[src/rtl/wb_slave_mem.sv]
// wb_slave_mem: Wishbone classic slave backed by a DEPTH x DW byte-lane memory.
// Every request waits WAIT cycles, then terminates for exactly one cycle in
// RESP. All outputs come straight from flops.
// Optional feature: define WB_MEM_ERR_EN so that addresses >= DEPTH terminate
// with ERR_O instead of wrapping into the array and acknowledging.
// RST_I is active-low. It asserts asynchronously. Its release is expected to be
// synchronised to CLK_I upstream.
module wb_slave_mem #(
    parameter int DW    = 32,
    parameter int AW    = 8,
    parameter int DEPTH = 64,
    parameter int WAIT  = 1
) (
    input  logic          CLK_I,
    input  logic          RST_I,
    input  logic          CYC_I,
    input  logic          STB_I,
    input  logic          WE_I,
    input  logic [AW-1:0] ADR_I,
    input  logic [DW/8-1:0] SEL_I,
    input  logic [DW-1:0] DAT_I,
    output logic [DW-1:0] DAT_O,
    output logic          ACK_O,
    output logic          ERR_O,
    output logic          RTY_O
);

    localparam int          SW      = DW / 8;
    localparam int          IW      = (DEPTH > 1) ? $clog2(DEPTH) : 1;
    localparam logic [31:0] DEPTH_U = DEPTH;

    typedef enum logic [1:0] {
        ST_IDLE,
        ST_WAIT,
        ST_RESP
    } state_t;

    state_t          state_q, state_d;
    logic [3:0]      cnt_q, cnt_d;
    logic [AW-1:0]   adr_q, adr_d;
    logic            we_q, we_d;
    logic [SW-1:0]   sel_q, sel_d;
    logic [DW-1:0]   wdat_q, wdat_d;
    logic            ack_q, ack_d;
    logic            err_q, err_d;
    logic [DW-1:0]   dat_q, dat_d;
    logic            go_resp;

    logic [DW-1:0]   mem_q [DEPTH];

    // In IDLE the request is being accepted on this very edge (WAIT=0 goes
    // straight to RESP), so it is taken from the bus. Otherwise the latched copy is used.
    logic            cur_we;
    logic [AW-1:0]   cur_adr;
    logic [SW-1:0]   cur_sel;
    logic [DW-1:0]   cur_dat;
    logic [31:0]     adr_ext;
    logic [IW-1:0]   idx;
    logic            addr_err;
    logic            wr_en;

    assign cur_we  = (state_q == ST_IDLE) ? WE_I  : we_q;
    assign cur_adr = (state_q == ST_IDLE) ? ADR_I : adr_q;
    assign cur_sel = (state_q == ST_IDLE) ? SEL_I : sel_q;
    assign cur_dat = (state_q == ST_IDLE) ? DAT_I : wdat_q;
    assign adr_ext = 32'(cur_adr);
    assign idx     = IW'(adr_ext % DEPTH_U);

`ifdef WB_MEM_ERR_EN
    assign addr_err = (adr_ext >= DEPTH_U);
`else
    assign addr_err = 1'b0;
`endif

    // A write lands on the edge that enters RESP. It is blocked while reset is held.
    assign wr_en = go_resp & cur_we & ~addr_err & RST_I;

    assign DAT_O = dat_q;
    assign ACK_O = ack_q;
    assign ERR_O = err_q;
    assign RTY_O = 1'b0;

    // Next-state, request latching and registered termination outputs.
    always_comb begin
        // NOTE: every signal gets a default first, so no path can leave it unassigned and infer a latch.
        state_d = state_q;
        cnt_d   = cnt_q;
        adr_d   = adr_q;
        we_d    = we_q;
        sel_d   = sel_q;
        wdat_d  = wdat_q;
        ack_d   = 1'b0;
        err_d   = 1'b0;
        dat_d   = '0;
        go_resp = 1'b0;

        unique case (state_q)
            ST_IDLE: begin
                if (CYC_I && STB_I) begin
                    adr_d  = ADR_I;
                    we_d   = WE_I;
                    sel_d  = SEL_I;
                    wdat_d = DAT_I;
                    cnt_d  = 4'(WAIT);
                    if (WAIT == 0) begin
                        state_d = ST_RESP;
                        go_resp = 1'b1;
                    end else begin
                        state_d = ST_WAIT;
                    end
                end
            end
            ST_WAIT: begin
                // If the master drops the cycle, the transfer is abandoned silently.
                if (!CYC_I) begin
                    state_d = ST_IDLE;
                    cnt_d   = '0;
                end else if (cnt_q == 4'd1) begin
                    state_d = ST_RESP;
                    cnt_d   = '0;
                    go_resp = 1'b1;
                end else begin
                    cnt_d = cnt_q - 4'd1;
                end
            end
            ST_RESP: state_d = ST_IDLE;
            default: state_d = ST_IDLE;
        endcase

        if (go_resp) begin
            ack_d = ~addr_err;
            err_d = addr_err;
            if (!cur_we && !addr_err) begin
                dat_d = mem_q[idx];
            end
        end
    end

    // State, wait counter, latched request and output registers.
    always_ff @(posedge CLK_I or negedge RST_I) begin
        if (!RST_I) begin
            state_q <= ST_IDLE;
            cnt_q   <= '0;
            adr_q   <= '0;
            we_q    <= 1'b0;
            sel_q   <= '0;
            wdat_q  <= '0;
            ack_q   <= 1'b0;
            err_q   <= 1'b0;
            dat_q   <= '0;
        end else begin
            // NOTE: use non-blocking assignments so every flop samples the pre-edge values of the others.
            state_q <= state_d;
            cnt_q   <= cnt_d;
            adr_q   <= adr_d;
            we_q    <= we_d;
            sel_q   <= sel_d;
            wdat_q  <= wdat_d;
            ack_q   <= ack_d;
            err_q   <= err_d;
            dat_q   <= dat_d;
        end
    end

    // Byte-lane write port into the storage array.
    always_ff @(posedge CLK_I) begin
        // NOTE: the array has no reset. Its contents survive reset and are undefined until written.
        if (wr_en) begin
            for (int i = 0; i < SW; i++) begin
                if (cur_sel[i]) begin
                    mem_q[idx][i*8 +: 8] <= cur_dat[i*8 +: 8];
                end
            end
        end
    end

endmodule

[config.mk]
export PLATFORM = sky130hd
export DESIGN_NAME = wb_slave_mem
export DESIGN_NICKNAME = d
export VERILOG_FILES = /design/src/rtl/wb_slave_mem.sv
export SDC_FILE = /design/constraint.sdc
export NUM_CORES = 2
export LEC_CHECK = 0
export CORE_MARGIN = 2
export CORE_UTILIZATION = 40
export CTS_BUF_LIST = sky130_fd_sc_hd__clkbuf_4 sky130_fd_sc_hd__clkbuf_8 sky130_fd_sc_hd__clkbuf_16
export DETAILED_ROUTE_END_ITERATION = 16
export GPL_TIMING_DRIVEN = 1
export MAX_ROUTING_LAYER = met4
export SYNTH_ARGS = -nofsm -noshare
export SYNTH_HDL_FRONTEND = slang
export SYNTH_SLANG_ARGS = --single-unit
[constraint.sdc]
create_clock -name CLK_I -period 4.34 [get_ports CLK_I]
set_input_delay 0.868 -clock CLK_I [delete_from_list [all_inputs] [get_ports CLK_I]]
set_output_delay 0.868 -clock CLK_I [all_outputs]
set_load 0.1 [all_outputs]
# == Yosys cells after proc, flatten, opt, wreduce, memory -nomap -nowiden ==
# Memories as Yosys holds them, arrays and structs flattened.
# Cells that the tools add are included.
# totals
ff_bits,82
mem_bits_rw,2048
input_bits,49
output_inout_bits,35
word_cells,52
mem_count,1
# memory_table
name,words,width,read_ports,rd_clocked_by_memory_dff,wr,line,text
mem_q,64,32,1,0,1,49,logic [DW-1:0] mem_q [DEPTH];
# op_classes
addsub,1
eq_ne,4
muxes,30
n_bitwise,2
reduce_logical,6
# op_table
operator,n
two-way mux 32 bit,3
two-way mux 1 bit,17
two-way mux 4 bit,4
case mux 4 bit (2 select lines),1
two-way mux 2 bit,3
two-way mux 6 bit,1
AND reduction 2 bit,3
== test 4 x 1 -> 1 bit (second input constant),1
case mux 2 bit (2 select lines),1
subtractor 4 x 1 -> 4 bit (second input constant),1
inequality test 3 bit (second input constant),1
bitwise AND 1 bit,2
== test 2 x 1 -> 1 bit (second input constant),1
zero test 2 bit,1
inequality test 2 x 1 -> 1 bit (second input constant),1
nonzero test 2 bit,1
logical AND 1 bit,1

# == Longest topological paths before layout ==
# depth
word_depth,8
mapped_depth,12
depth_no_buf,9

# == Worst setup path after synthesis ==
# OpenSTA, ideal clock, no wires.
# synth_timing
path_type,in2reg
start,in ADR_I[0]
end,"mem mem_q[13][0], enable pin"
setup_time_ps,383
arrival_time_ps,2936
required_time_ps,3957
setup_slack_ps,1021
path_stages,8
path_buffers,5
cell_sequence,buf_2 nor2b_1 a22oi_4 buf_4 buf_2 buf_2 buf_1 nor3_1
# synth_via
elab_chain_cells,1
# synth_rtl
item,line,text
from (decl),19,"input logic [AW-1:0] ADR_I,"
two-way mux 6 bit,63,assign cur_adr = (state_q == ST_IDLE) ? ADR_I : adr_q;
to (decl),49,
# Every way passes these cells.

# == Final worst setup path ==
# layout_timing
start,reg state_q[0]
end,reg dat_q[1] (netlist: DAT_O[1])
# layout_via
elab_chain_cells,5
word_cells_on_any_way,8
cone_classes,eq/ne: 1; mux: 5; reduce/logical: 1; memory: 1
# layout_rtl
item,line,text
from (decl),38,"state_t state_q, state_d;"
from (signal assigned),153,state_q <= state_d;
zero test 2 bit,"62, 63",
two-way mux 6 bit,63,
memory (64 x 32 bit),n/a,
two-way mux 32 bit,133,if (!cur_we && !addr_err) begin
two-way mux 32 bit *,130,if (go_resp) begin
named net dat_d[1],46,"logic [DW-1:0] dat_q, dat_d;"
to (signal assigned),161,dat_q <= dat_d;
to (decl),46,
# The timed path passes the listed nets; every way through them passes the cells marked *.
# A chain may end at the register's enable or synchronous reset.

==> results.py <==
metrics = {
    "final_layout": {
        "instances_no_fill": 8723,
        "register_area_sq_mm": 0.06355,
        "syn2layout_area_growth_pct": 20.47,
        "final_area_sq_mm": 0.09687,
        "finalNetCount": 5935,
        "nFillCells": 16800,
        "multi_input_area_sq_mm": 0.01527,
        "drive_above_1_share": 0.2049,
    },
    "synthesis": {
        "netlist_top_cells_count": "edfxtp_1 (2048), o22ai_1 (667), nand2_1 (484)",
        "yosys.area.top_type": "edfxtp_1",
        "synthTopCellsByArea": "edfxtp_1 (76%), o22ai_1 (5.2%), dfrtp_1 (2.6%)",
        "synth.top_cell.area_share": 0.7648,
        "synth_cell_type_count": 75,
        "synthFlopType": "edfxtp_1",
        "synth_edf_count": 2048,
        "yosys_warnings": 0,
        "netlist_area_sq_mm": 0.08041,
        "synth_most_common_cell": "edfxtp_1",
        "yosysSeqAreaShare": 0.7903,
        "synth_cells": 5220,
        "synth-async-reset-ratio": 0.03850,
        "syn_avg_cell_area_sq_um": 15.40,
        "synth-seq-cells": 2130,
    },
    "setup_path": {
        "arrival_ns": 4.77,
        "cp_max_fo": 42,
        "critical_path.endpoint": "DAT_O[1]",
        "start_kind": "flip-flop",
        "ff2ff_setup_slack_ns": 0.37,
        "crit_path_end_kind": "flip-flop",
        "crit_path_top_delay_cell": "nor4b_1",
        "cp.required_ns": 5.13,
        "r2r-start": "state_q[0]",
        "worstPathCellList": "buf_4 > o21a_1 > a22oi_2 > buf_12 > buf_4 > o22ai_1 > nor3_1 > a21oi_1 > a21oi_1 > nor4b_1 > buf_4",
        "cp_slowest_stage_delay_ns": 0.77,
        "worstSetupPathType": "reg2reg",
        "reg2reg_depth": 11,
        "timing.rr.end": "DAT_O[1]",
        "critPathLaunch": "state_q[0]",
        "cpMostUsedCell": "buf_4",
    },
    "clocking": {
        "cts.repair.resized": 0,
        "cts_root_buf": "clkbuf_16",
        "h-tree-depth": 4,
        "clkTransAtPathRegs_ns": 0.06,
        "cts.sinks": 2130,
        "numCtsBuffers": 210,
        "insertion_delay_ns": 0.89,
        "cts_setup_buffers": 0,
        "cts_tree": "built",
        "cts_max_path_buffers": 3,
    },
    "timing": {
        "rsz0062_at_grt": "false",
        "fin_crit_ns": 3.973,
        "finalSetupTns_ns": 0,
        "final-setup-viol-count": 0,
        "worst_pin_slew_ns": 1.386,
        "fin_crit_sh": 0.9155,
        "relSlewSlack": 0.07468,
        "skew_ns": 0.05102,
        "final.setup.worst_slack_ns": 0.3668,
        "finalHoldViolCount": 0,
        "fmax_ghz": 0.2517,
        "slew_viol_final": 0,
    },
    "worst_hold_path": {
        "hold_path_class": "in2async",
    },
    "pwr": {
        "ir_worst_vdd_mv": 0.5004,
        "power.density_mw_per_mm2": 591.6,
        "power_mw": 57.31,
        "p_leak_nw": 32.37,
    },
    "detailed_routing": {
        "ant_nets": 0,
        "drc_errors": 0,
        "vias": 52650,
        "wl_per_cell_um": 29.71,
        "vias_per_cell": 6.036,
        "first_pass_iters": 5,
        "drtIter0Drc": 7097,
        "routed_wl_mm": 259.2,
    },
    "global_route": {
        "grt_pass1_wl_mm": 368.9,
        "antenna_found_initial": 10,
        "grt_use_total": 0.2566,
        "grt.overflow.total": 0,
        "grt_max_degree": 65,
        "grt_pass1_vias": 50730,
    },
    "floorplanning": {
        "core_sq_mm": 0.1999,
        "fp.dieH_um": 452.4,
        "num_rows": 164,
        "fp.dieW_um": 452.4,
        "die_area_sq_mm": 0.2046,
        "initial_core_util": 0.4023,
        "pin_count": 84,
    },
    "place": {
        "numPortBuffers": 79,
        "dp_hpwl_mm": 162.5,
        "dp_slack_ns": -0.2749,
        "place_inst": 8327,
        "place_area_sq_mm": 0.08970,
        "place_congestion": 0.9029,
    },
    "run_status": {
        "status": "finished, final reports clean",
    },
    "run": {
        "cap_violations": 0,
    },
}
## worst min path at each step
stage | slack (ns) | startpoint | cells after the start | endpoint
after floorplan | 0.45 | cnt_q[3] | 1 | cnt_q[3]
after global placement | 0.48 | cnt_q[3] | 1 | cnt_q[3]
after detailed placement | 0.49 | cnt_q[3] | 1 | cnt_q[3]
after CTS | 0.43 | RST_I | 2 | DAT_O[9]
after global routing | 0.45 | RST_I | 2 | DAT_O[9]
final | 0.45 | RST_I | 2 | DAT_O[9]
## cell type report
type	count	share of cell area
flip-flops and latches	2130	0.6560
multi-input cells	2707	0.1577
repair buffers	829	0.07782
clock buffers	282	0.06109
well taps	2656	0.03430
clock inverters	107	0.01271
inverters	6	0.0002325
diodes	6	0.0001550
## timing repair
action | in CTS | in global routing
hold buffers | 1 | 0
setup endpoints to repair | 0 | 0
endpoints found under the hold margin | 12 | 0
## registers in the layout, indices dropped and copies added, names as in the netlist
register,count
DAT_O,32
mem_q,2048
adr_q,6
ACK_O,1
wdat_q,32
state_q,2
cnt_q,4
we_q,1
sel_q,4
## kinds of logic (layout without fill, tap and decap cells)
group | Yosys count | in the layout | synth area share
compound gates | 1210 | 1210 | 0.09616
fa+ha+maj | 2 | 2 | 0.0003111
buf+inv | 384 | 1224 | 0.02300
flops | 2130 | 2130 | 0.7903
mux | 71 | 71 | 0.009569
other cells | 1 | 8 | 0.00004663
simple gates | 1422 | 1422 | 0.08060
## report_power, final
part | switching (mW) | total, mW | internal [mW]
clock | 7.82 | 18.7 | 10.9
sequential | 0.180 | 25.3 | 25.1
combinational | 9.65 | 13.3 | 3.68
## critical path, delay by kind of cell, from the launching register on
kind | cells | cell delay, ns
buffers and inverters | 4 | 1.09
flip-flops | 1 | 0.38
AO/OA/AOI/OAI | 5 | 1.31
AND/OR/NAND/NOR | 2 | 1.06
## metal layers
metal / GRT usage / routed length, um
met5: - / 0
met4: 0.09880 / 10460
met3: 0.04711 / 26240
met1: 0.3428 / 102100
met2: 0.3911 / 120400
## cells in the final DEF, fill, tap and decap left out, types with 8 or more instances in the layout
master and count:
buf_12 89, nor4b_1 8, edfxtp_1 2048, nor3_1 293, clkbuf_4 56, or3_1 14, clkbuf_8 14, mux2_2 47
o41ai_1 29, clkinv_1 35, or4_1 14, nor4_1 123, o22ai_1 667, nand3_1 66, and3_1 42, a31oi_1 70
nor2_1 330, o221ai_1 28, a311o_1 9, nand2_1 436, a311oi_1 9, nand2b_1 8, clkinv_2 28, clkdlybuf4s50_1 78
a32o_1 16, mux2i_1 23, o22a_1 14, bufinv_16 22, dfrtp_1 82, nand2_2 47, clkbuf_16 212, o31ai_1 8
buf_4 660, a21oi_1 268, o21ai_0 24
## per-stage QoR
step	hold WS, ns	util
2_1_floorplan	0.4502	-
3_3_place_gp	0.4752	0.4488
3_5_place_dp	0.4912	0.4488
4_1_cts	0.4330	0.4846
5_1_grt	0.4504	0.4847
6_report	0.4540	0.4847
No activity file was read; power rests on OpenSTA's default activity.
